--- src/rtl/alu_unit_if.sv ---
// alu_unit_if
//   Bundles the ALU's operation-in and result-out handshakes so producer
//   and consumer connect through a single port.
//
//   Parameter:
//     N          datapath width (multiple of 4, at least 4)
//   Signals:
//     in_valid   producer -> ALU   operation on op/a/b is valid
//     in_ready   ALU -> producer   ALU can accept an operation this cycle
//     op         producer -> ALU   3-bit opcode
//     a, b       producer -> ALU   N-bit operands
//     out_valid  ALU -> consumer   result and flags are valid
//     out_ready  consumer -> ALU   consumer takes the result this cycle
//     result     ALU -> consumer   N-bit registered result
//     flags      ALU -> consumer   {N, Z, C, V}
//   Modports:
//     master     the side that issues operations and takes results
//     slave      the ALU itself
interface alu_unit_if #(parameter int N = 16) ();
  logic         in_valid;
  logic         in_ready;
  logic [2:0]   op;
  logic [N-1:0] a;
  logic [N-1:0] b;
  logic         out_valid;
  logic         out_ready;
  logic [N-1:0] result;
  logic [3:0]   flags;

  modport master (
    output in_valid, op, a, b, out_ready,
    input  in_ready, out_valid, result, flags
  );

  modport slave (
    input  in_valid, op, a, b, out_ready,
    output in_ready, out_valid, result, flags
  );
endinterface

--- src/rtl/alu_unit.sv ---
// alu_unit
//   Handshaked ALU. One operation is accepted per in_valid & in_ready
//   transfer; the result and {N,Z,C,V} flags are registered and held until
//   the consumer takes them with out_ready. ADD/SUB go through a chain of
//   4-bit carry-lookahead blocks; AND/OR/XOR/PASSB/NOP are single-cycle.
//
//   Configuration macro: ALU_MULT_EN
//     defined   - op 110 is an unsigned shift-add multiply taking N EXEC
//                 cycles (result appears N+1 cycles after accept).
//     undefined - no multiplier hardware; op 110 behaves exactly as NOP.
//
//   Ports:
//     clk   clock, all state changes on the rising edge
//     rst   synchronous active-high reset
//     bus   alu_unit_if.slave (in_valid/in_ready/op/a/b,
//           out_valid/out_ready/result/flags)
module alu_unit #(
  parameter int N = 16
) (
  input logic        clk,
  input logic        rst,
  alu_unit_if.slave  bus
);

  localparam int NB = N / 4;

  localparam logic [2:0] OP_ADD   = 3'b000;
  localparam logic [2:0] OP_SUB   = 3'b001;
  localparam logic [2:0] OP_AND   = 3'b010;
  localparam logic [2:0] OP_OR    = 3'b011;
  localparam logic [2:0] OP_XOR   = 3'b100;
  localparam logic [2:0] OP_PASSB = 3'b101;
`ifdef ALU_MULT_EN
  localparam logic [2:0] OP_MUL   = 3'b110;
  localparam int         CW       = $clog2(N) + 1;
`endif

  typedef enum logic [1:0] {
    IDLE = 2'd0,
`ifdef ALU_MULT_EN
    EXEC = 2'd1,
`endif
    DONE = 2'd2
  } state_t;

  state_t       state_q, state_d;
  logic         out_valid_q, out_valid_d;
  logic [N-1:0] result_q, result_d;
  logic [3:0]   flags_q, flags_d;
`ifdef ALU_MULT_EN
  logic [CW-1:0]  cnt_q, cnt_d;
  logic [2*N-1:0] acc_q, acc_d;
  logic [2*N-1:0] mcand_q, mcand_d;
  logic [N-1:0]   mplier_q, mplier_d;
`endif

  logic         in_ready;
  logic         accept;

  // Shared adder: SUB feeds ~b with carry-in 1 so C=1 means no borrow.
  logic         add_cin;
  logic [N-1:0] add_y;
  logic [N-1:0] add_sum;
  logic [NB:0]  cy;

  assign add_cin = (bus.op == OP_SUB);
  assign add_y   = add_cin ? ~bus.b : bus.b;
  assign cy[0]   = add_cin;

  for (genvar k = 0; k < NB; k++) begin : g_cla
    logic [3:0] x, y, g, p;
    logic [4:0] c;
    assign x    = bus.a[4*k +: 4];
    assign y    = add_y[4*k +: 4];
    assign g    = x & y;
    assign p    = x ^ y;
    assign c[0] = cy[k];
    assign c[1] = g[0] | (p[0] & c[0]);
    assign c[2] = g[1] | (p[1] & g[0]) | (p[1] & p[0] & c[0]);
    assign c[3] = g[2] | (p[2] & g[1]) | (p[2] & p[1] & g[0])
                | (p[2] & p[1] & p[0] & c[0]);
    assign c[4] = g[3] | (p[3] & g[2]) | (p[3] & p[2] & g[1])
                | (p[3] & p[2] & p[1] & g[0])
                | (p[3] & p[2] & p[1] & p[0] & c[0]);
    assign add_sum[4*k +: 4] = p ^ c[3:0];
    assign cy[k+1] = c[4];
  end

  // Single-cycle result and C/V for the presented op. NOP (and op 110 when
  // the multiplier is not built) fall through to the zero default.
  logic [N-1:0] alu_res;
  logic         alu_c;
  logic         alu_v;

  always_comb begin
    alu_res = '0;
    alu_c   = 1'b0;
    alu_v   = 1'b0;
    case (bus.op)
      OP_ADD: begin
        alu_res = add_sum;
        alu_c   = cy[NB];
        alu_v   = (bus.a[N-1] == bus.b[N-1]) & (add_sum[N-1] != bus.a[N-1]);
      end
      OP_SUB: begin
        alu_res = add_sum;
        alu_c   = cy[NB];
        alu_v   = (bus.a[N-1] != bus.b[N-1]) & (add_sum[N-1] != bus.a[N-1]);
      end
      OP_AND:   alu_res = bus.a & bus.b;
      OP_OR:    alu_res = bus.a | bus.b;
      OP_XOR:   alu_res = bus.a ^ bus.b;
      OP_PASSB: alu_res = bus.b;
      default:  alu_res = '0;
    endcase
  end

  // A slot opens when idle, or when the held result is being taken this
  // same cycle. Held low during reset so nothing is accepted then.
  assign in_ready = ~rst & ((state_q == IDLE) | ((state_q == DONE) & bus.out_ready));
  assign accept   = bus.in_valid & in_ready;

  // Next-state and datapath. The order matters: draining DONE first, then
  // an EXEC step, then a new accept, which overrides the drain to IDLE.
  always_comb begin
    state_d     = state_q;
    out_valid_d = out_valid_q;
    result_d    = result_q;
    flags_d     = flags_q;
`ifdef ALU_MULT_EN
    cnt_d       = cnt_q;
    acc_d       = acc_q;
    mcand_d     = mcand_q;
    mplier_d    = mplier_q;
`endif

    if ((state_q == DONE) && bus.out_ready) begin
      state_d     = IDLE;
      out_valid_d = 1'b0;
    end

`ifdef ALU_MULT_EN
    // One multiplier bit per cycle, LSB first; the last iteration writes
    // the product straight into the output registers.
    if (state_q == EXEC) begin
      acc_d    = acc_q + (mplier_q[0] ? mcand_q : '0);
      mcand_d  = mcand_q << 1;
      mplier_d = mplier_q >> 1;
      cnt_d    = cnt_q + CW'(1);
      if (cnt_q == CW'(N - 1)) begin
        state_d     = DONE;
        out_valid_d = 1'b1;
        result_d    = acc_d[N-1:0];
        flags_d     = {acc_d[N-1], (acc_d[N-1:0] == '0),
                       |acc_d[2*N-1:N], |acc_d[2*N-1:N]};
      end
    end
`endif

    if (accept) begin
`ifdef ALU_MULT_EN
      if (bus.op == OP_MUL) begin
        state_d     = EXEC;
        out_valid_d = 1'b0;
        cnt_d       = '0;
        acc_d       = '0;
        mcand_d     = {{N{1'b0}}, bus.a};
        mplier_d    = bus.b;
      end else
`endif
      begin
        state_d     = DONE;
        out_valid_d = 1'b1;
        result_d    = alu_res;
        flags_d     = {alu_res[N-1], (alu_res == '0), alu_c, alu_v};
      end
    end
  end

  always_ff @(posedge clk) begin
    if (rst) begin
      state_q     <= IDLE;
      out_valid_q <= 1'b0;
      result_q    <= '0;
      flags_q     <= '0;
`ifdef ALU_MULT_EN
      cnt_q       <= '0;
      acc_q       <= '0;
      mcand_q     <= '0;
      mplier_q    <= '0;
`endif
    end else begin
      state_q     <= state_d;
      out_valid_q <= out_valid_d;
      result_q    <= result_d;
      flags_q     <= flags_d;
`ifdef ALU_MULT_EN
      cnt_q       <= cnt_d;
      acc_q       <= acc_d;
      mcand_q     <= mcand_d;
      mplier_q    <= mplier_d;
`endif
    end
  end

  assign bus.in_ready  = in_ready;
  assign bus.out_valid = out_valid_q;
  assign bus.result    = result_q;
  assign bus.flags     = flags_q;

endmodule

--- src/flat_wrapper.sv ---
// flat-port wrapper written by rule: the top's interface ports become plain ports
module alu_unit_flat 
#(
  parameter int N = 16
)
  (clk, rst, bus_in_valid, bus_op, bus_a, bus_b, bus_out_ready, bus_in_ready, bus_out_valid, bus_result, bus_flags);
  alu_unit_if #(.N(N)) bus_i ();
  input logic clk;
  input logic rst;
  input wire logic [$bits(bus_i.in_valid)-1:0] bus_in_valid;
  input wire logic [$bits(bus_i.op)-1:0] bus_op;
  input wire logic [$bits(bus_i.a)-1:0] bus_a;
  input wire logic [$bits(bus_i.b)-1:0] bus_b;
  input wire logic [$bits(bus_i.out_ready)-1:0] bus_out_ready;
  output wire logic [$bits(bus_i.in_ready)-1:0] bus_in_ready;
  output wire logic [$bits(bus_i.out_valid)-1:0] bus_out_valid;
  output wire logic [$bits(bus_i.result)-1:0] bus_result;
  output wire logic [$bits(bus_i.flags)-1:0] bus_flags;
  assign bus_i.in_valid = bus_in_valid;
  assign bus_i.op = bus_op;
  assign bus_i.a = bus_a;
  assign bus_i.b = bus_b;
  assign bus_i.out_ready = bus_out_ready;
  assign bus_in_ready = bus_i.in_ready;
  assign bus_out_valid = bus_i.out_valid;
  assign bus_result = bus_i.result;
  assign bus_flags = bus_i.flags;
  alu_unit #(.N(N)) u_core (.clk(clk), .rst(rst), .bus(bus_i));
endmodule
--- config.mk ---
export PLATFORM = sky130hd
export DESIGN_NAME = alu_unit_flat
export DESIGN_NICKNAME = d
export VERILOG_FILES = /design/src/rtl/alu_unit_if.sv /design/src/rtl/alu_unit.sv /design/src/flat_wrapper.sv
export SDC_FILE = /design/constraint.sdc
export NUM_CORES = 1
export LEC_CHECK = 0
export BUFFER_PORTS_ARGS = -buffer_cell sky130_fd_sc_hd__buf_4
export CAP_MARGIN = 10
export CORE_ASPECT_RATIO = 1.5
export CORE_MARGIN = 3
export CORE_UTILIZATION = 51
export CTS_CLUSTER_DIAMETER = 120
export DETAILED_ROUTE_END_ITERATION = 16
export PLACE_DENSITY = 0.81
export RECOVER_POWER = 50
export SYNTH_ARGS = -nofsm -noshare
export SYNTH_HDL_FRONTEND = slang
export SYNTH_SLANG_ARGS = --single-unit
--- constraint.sdc ---
create_clock -name clk -period 5.3 [get_ports clk]
set_input_delay 0.795 -clock clk [delete_from_list [all_inputs] [get_ports clk]]
set_output_delay 0.795 -clock clk [all_outputs]
set_load 0.03 [all_outputs]
Word level (Yosys, flattened, before mapping)
Cells that the tools add are included.
- register bits: 22
- output and inout port bits: 22
- bits of input ports: 39
- word-level logic and storage cells: 153
- equal/unequal tests: 8
- muxes and demuxes: 8
- bitwise gates (word level): 127
- reduce and logical (&&, ||, !) cells: 6
- operator list (kind ; number):
    $pmux 16 s5 ; 1
    $and 1x1->1 ; 69
    $or 1x1->1 ; 41
    $xor 4x4->4 ; 8
    $and 16x16->16 ; 1
    $and 4x4->4 ; 4
    $logic_not 16->1 ; 1
    $mux 16 ; 1
    $not 16->16 ; 1
    $or 16x16->16 ; 1
    $xor 16x16->16 ; 1
    $eq 3x2->1 const B ; 2
    $eq 3x3->1 const B ; 2
    $mux 2 ; 2
    $eq 3x1->1 const B ; 1
    $logic_not 3->1 ; 1
    $mux 1 ; 3
    $logic_not 2->1 ; 1
    $ne 1x1->1 ; 2
    $pmux 1 s2 ; 1
    $reduce_bool 2->1 ; 1
    $reduce_or 2->1 ; 1
    $eq 1x1->1 ; 1
    $logic_and 1x1->1 ; 1
    $not 1->1 ; 1

Longest topological paths before layout
- word-level depth: 18
- mapped depth: 22
- gate-level depth less buffers: 19

Worst setup path before layout
Ideal clock, no wire load.
- kind: input to register
- start point: input port bus_op[1]
- end point: register u_core.flags_q[2], in the netlist u_core.bus.flags[2]
- setup time: 0.117 ns
- arrival time: 4.894 ns
- data required time: 5.183 ns
- path buffers: 3
- cell stages on the path: 22
- path slack: 0.289 ns
- path through: buf_6 nor2_1 and2_1 buf_2 buf_2 xnor2_1 ha_1 and4_1 a22oi_1 o21ai_0 a21oi_1 nor2b_1 a311oi_1 fa_1 nor2_1 a21oi_1 mux4_2 nand4_1 nor4_1 nand3_1 nor4_1 a32o_1
- word-level cells in the longest chain between the ends: 17
- elaborated cells between the ends (all ways): 115
- those cells by class: 5 x eq/ne; 2 x mux; 105 x bitwise; 3 x reduce/logical
- ends and longest elaborated chain (what ; RTL line ; source):
    from (decl) ; flat_wrapper.sv:11 ; input wire logic [$bits(bus_i.op)-1:0] bus_op;
    $eq 3x1->1 ; alu_unit.sv:66, alu_unit.sv:99 ;
    $mux 16 ; alu_unit.sv:67 ; assign add_y = add_cin ? ~bus.b : bus.b;
    $xor 4x4->4 or $and 4x4->4 (tied branches) ; alu_unit.sv:76, alu_unit.sv:75 ;
    $and 1x1->1, on equally long branches ; alu_unit.sv:82, alu_unit.sv:83, alu_unit.sv:84 ;
    $or 1x1->1 (tied with other cells) (2 in series) ; alu_unit.sv:82 ; assign c[4] = g[3] | (p[3] & g[2]) | (p[3] & p[2] & g[1])
    $or 1x1->1 or $and 1x1->1 (tied branches) ; alu_unit.sv:83, alu_unit.sv:84 ;
    $or 1x1->1 ; alu_unit.sv:84 ; | (p[3] & p[2] & p[1] & p[0] & c[0]);
    $and 1x1->1 ; alu_unit.sv:84 ;
    $or 1x1->1 ; alu_unit.sv:84 ;
    $and 1x1->1 ; alu_unit.sv:84 ;
    $or 1x1->1 ; alu_unit.sv:84 ;
    $and 1x1->1, on equally long branches ; alu_unit.sv:78, alu_unit.sv:79, alu_unit.sv:81 ;
    $or 1x1->1, on equally long branches ; alu_unit.sv:78, alu_unit.sv:79, alu_unit.sv:81 ;
    $xor 4x4->4 ; alu_unit.sv:85 ; assign add_sum[4*k +: 4] = p ^ c[3:0];
    $pmux 16 s5 * ; alu_unit.sv:99 ; case (bus.op)
    $logic_not 16->1 * ; alu_unit.sv:175 ; flags_d = {alu_res[N-1], (alu_res == '0), alu_c, alu_v};
    to (signal assigned) ; alu_unit.sv:196 ; flags_q <= flags_d;
    to (decl) ; alu_unit.sv:49 ; logic [3:0] flags_q, flags_d;
Mark *: on every way between the ends. The rest lies on a longest branch, timed or not.
A chain may end at the register's enable or synchronous reset.

Final worst setup path
Ends and elaborated chain as after synthesis.

==> out/summary.txt <==
maximum clock path buffer count -> 2
Max rail drop VDD -> 0.0786 mV
Top delay family on crit path -> simple AND/OR/NAND/NOR gates
Max-Cap Viols -> 0
Hold WC Path Type -> flip-flop to flip-flop
Die Span X -> 67.4 um
hold_sp -> u_core.bus.flags[1]$_SDFFE_PP0P_
iteration-0 DRC count of the detailed router -> 143
Register-to-Register Setup Slack -> 3.17 ns
CTS sink count -> 20
routed vias/inst -> 5.81
Ant. Diodes -> 0
Starting Density -> 54.5%
Final Cycle Share -> 92.2%
# setup viols final -> 0
placed cells -> 474
register area share after synthesis -> 13.9%
clk_lat worst skew -> 0.25 ns
mapped cell area -> 2880 um^2
most frequent CP cell -> nor4_1
CP arrival -> 5.09 ns
Post-DP HPWL -> 6.04 mm
fmax -> 205 MHz
Worst R2R End -> u_core.bus.flags[2]$_SDFFE_PP0P_
antenna viol nets, final -> 0
GRT Total Usage -> 23.0%
synth warn -> 0
Post-Route WL -> 7.42 mm
setup bufs post-CTS -> 0
Async S/R FF share, synth -> 0%
global placer's final weighted congestion -> 0.954
register bit total from synthesis -> 20
Die ar. -> 6610 um^2
I/O pins -> 61
antenna violations before repair -> 0
htree depth -> 1
syn nets -> 447
CP endpoint -> u_core.bus.flags[2]$_SDFFE_PP0P_
Slew Viols, Final -> 0
Leak -> 0.00154 uW
Top FF cell, synth -> dfxtp_1
fin crit period -> 4.89 ns
area leader, netlist -> ha_1
worst-path cell chain -> buf_4 -> nor2_1 -> and2_1 -> buf_12 -> xnor2_1 -> ha_1 -> and4_1 -> a22oi_1 -> o21a_1 -> o21ai_2 -> a31oi_1 -> fa_1 -> xor2_1 -> o22ai_1 -> a211oi_1 -> nand4_1 -> nor4_1 -> nand3_1 -> nor4_1 -> a32o_1
FF-to-FF Start -> u_core.bus.out_valid$_SDFFE_PP0P_
slowest stage delay, CP -> 0.36 ns
crit path launch -> bus_op[1]
per-cell routed wire length -> 15.5 um
Area after DPL -> 3380 um^2
Critical-path top delay cell -> and2_1
Slew @ Worst Pin -> 0.781 ns
top post-synthesis cells by area -> ha_1, dfxtp_1, xnor2_1, inv_1, a21oi_1
Crit path buffers/inverters -> 2
Levels on crit path -> 20
area share of the largest cell type after synthesis -> 20.8%
non-filler cells, final -> 478
nets@finish -> 501
residual DRC count -> 0
DR pass1 iterations -> 4
share of cells above drive strength 1 -> 17.8%
Register-to-Register Path Depth -> 9
clk slew on worst S/H paths -> 0.07 ns
area grow syn2layout -> 16.6%
via count -> 2777
row count -> 32
crit end category -> flip-flop
core area -> 5290 um^2
post-CTS sizing -> 0
Die H -> 98.1 um
Worst Path Max Fanout -> 7
Synth Area per Inst -> 8.07 um^2
Root Buffer -> clkbuf_8
Post-synth EDFFs -> 0
cts bufs inserted -> 3
Post-CTS Hold Fix Bufs -> 0
fin area -> 3360 um^2
Slew headroom -> 47.7%
Port Buffer Count -> 60
Synth cell types -> 57
Req. time, crit path -> 5.50 ns
crit path launch type -> input port
Hold Fails Final Rpt -> 0
status -> finished clean
Pwr Density -> 179 nW/um^2
largest net degree at the start of global routing -> 36
TritonCTS clock tree -> done
unrepaired setup endpoints after global routing -> no
Core Util, Final -> 63.6%
post-route setup TNS -> 0 ns
Overflow after GRT -> 0
critical path class -> input port to flip-flop
first-pass GRT wire length -> 12.1 mm
Syn Inst Count -> 357
Worst Clk Skew -> 0.00410 ns
vias in the first global route -> 2754
[routing by layer]
| metal | track usage (%) | part of all wire (%) | vias to the layer above |
|---|---|---|---|
| met4 | 10.0 | 3.8 | 0 |
| met3 | 1.73 | 5.5 | 23 |
| met2 | 41.2 | 51 | 85 |
| met5 | 0 | 0 | - |
| li1 | - | - | 1382 |
| met1 | 26.9 | 39 | 1287 |
[sequential cells by signal (all words and copies together), names as in the netlist]
signal and count:
u_core.bus.flags 3, u_core.bus.out_valid 1, u_core.bus.result 16
[tightest hold or removal path, stage by stage, from the launching register on]
cell and delay (ns):
dfxtp_1 0.31, nand2_1 0.05, a21oi_1 0.05
[cell usage after synthesis, drive strengths merged (6+ instances only)]
| cell type | count |
|---|---|
| a21oi | 23 |
| buf | 14 |
| dfxtp | 20 |
| ha | 48 |
| inv | 42 |
| mux2 | 6 |
| nand2 | 17 |
| nand2b | 9 |
| nand3 | 20 |
| nor2 | 15 |
| nor2b | 7 |
| o21ai | 19 |
| xnor2 | 19 |
| xor2 | 7 |
[where the power goes]
part	internal [uW]	switching, uW	leakage [uW]
logic	133	189	0.00135
clock network	66.0	44.7	0.0000288
registers	163	6.13	0.000164
total	362	240	0.00154
[kinds of logic (layout without fill, tap and decap cells)]
group / count (synthesis) / in the layout / synth area share [%]
xor+xnor: 26 / 26 / 7.90
compound gates: 88 / 88 / 21.3
buf+inv: 61 / 114 / 9.29
fa+ha+maj: 51 / 51 / 22.9
flops: 20 / 20 / 13.9
mux: 13 / 13 / 6.08
simple gates: 98 / 98 / 18.6
[per-stage QoR]
stage / total power [uW] / hold WS (ns) / setup WS [ns]
final: 602 / 0.455 / 0.414
after global routing: 646 / 0.487 / 0.101
after CTS: 615 / 0.458 / 0.468
after detailed placement: 503 / 0.449 / 0.195
after global placement: 492 / 0.446 / 0.329
after floorplan: 400 / 0.578 / 0.289
[final cells by class]
cell class	count	area [um^2]
multi-input combinational	276	2210
clock buffer	4	55.1
timing repair buffer	68	448
fill	477	1930
sequential	20	400
tap	68	85.1
inverter	42	158
[worst min-delay path by stage]
stage | endpoint | slack (ns) | cells past startpoint
after floorplan | u_core.bus.flags[1]$_SDFFE_PP0P_ | 0.58 | 2
after global placement | u_core.bus.flags[1]$_SDFFE_PP0P_ | 0.45 | 2
after global routing | u_core.bus.result[0]$_SDFFE_PP0P_ | 0.49 | 2
after detailed placement | u_core.bus.flags[1]$_SDFFE_PP0P_ | 0.45 | 2
after CTS | u_core.bus.flags[1]$_SDFFE_PP0P_ | 0.46 | 2
final | u_core.bus.flags[1]$_SDFFE_PP0P_ | 0.45 | 2
[cell usage in the layout (no fill, tap or decap), drive strengths merged, types with 2 or more instances in the layout]
master,n
buf,47
or2,4
o221ai,3
nand2b,9
o22ai,5
a21o,5
ha,48
nand2,17
and3,3
o21ai,19
inv,42
mux4,3
nor3,3
mux2i,4
a211oi,4
o211ai,5
a22oi,3
nor2b,7
nor2,15
a311oi,3
mux2,6
fa,3
nor3b,4
a221oi,5
and4,2
dfxtp,20
nand3,20
o211a,2
xor2,7
nand3b,5
a31oi,2
clkbuf,25
a21oi,23
nor4,4
xnor2,19
nand4,2
Note: power is estimated with default switching activity, not from simulation.
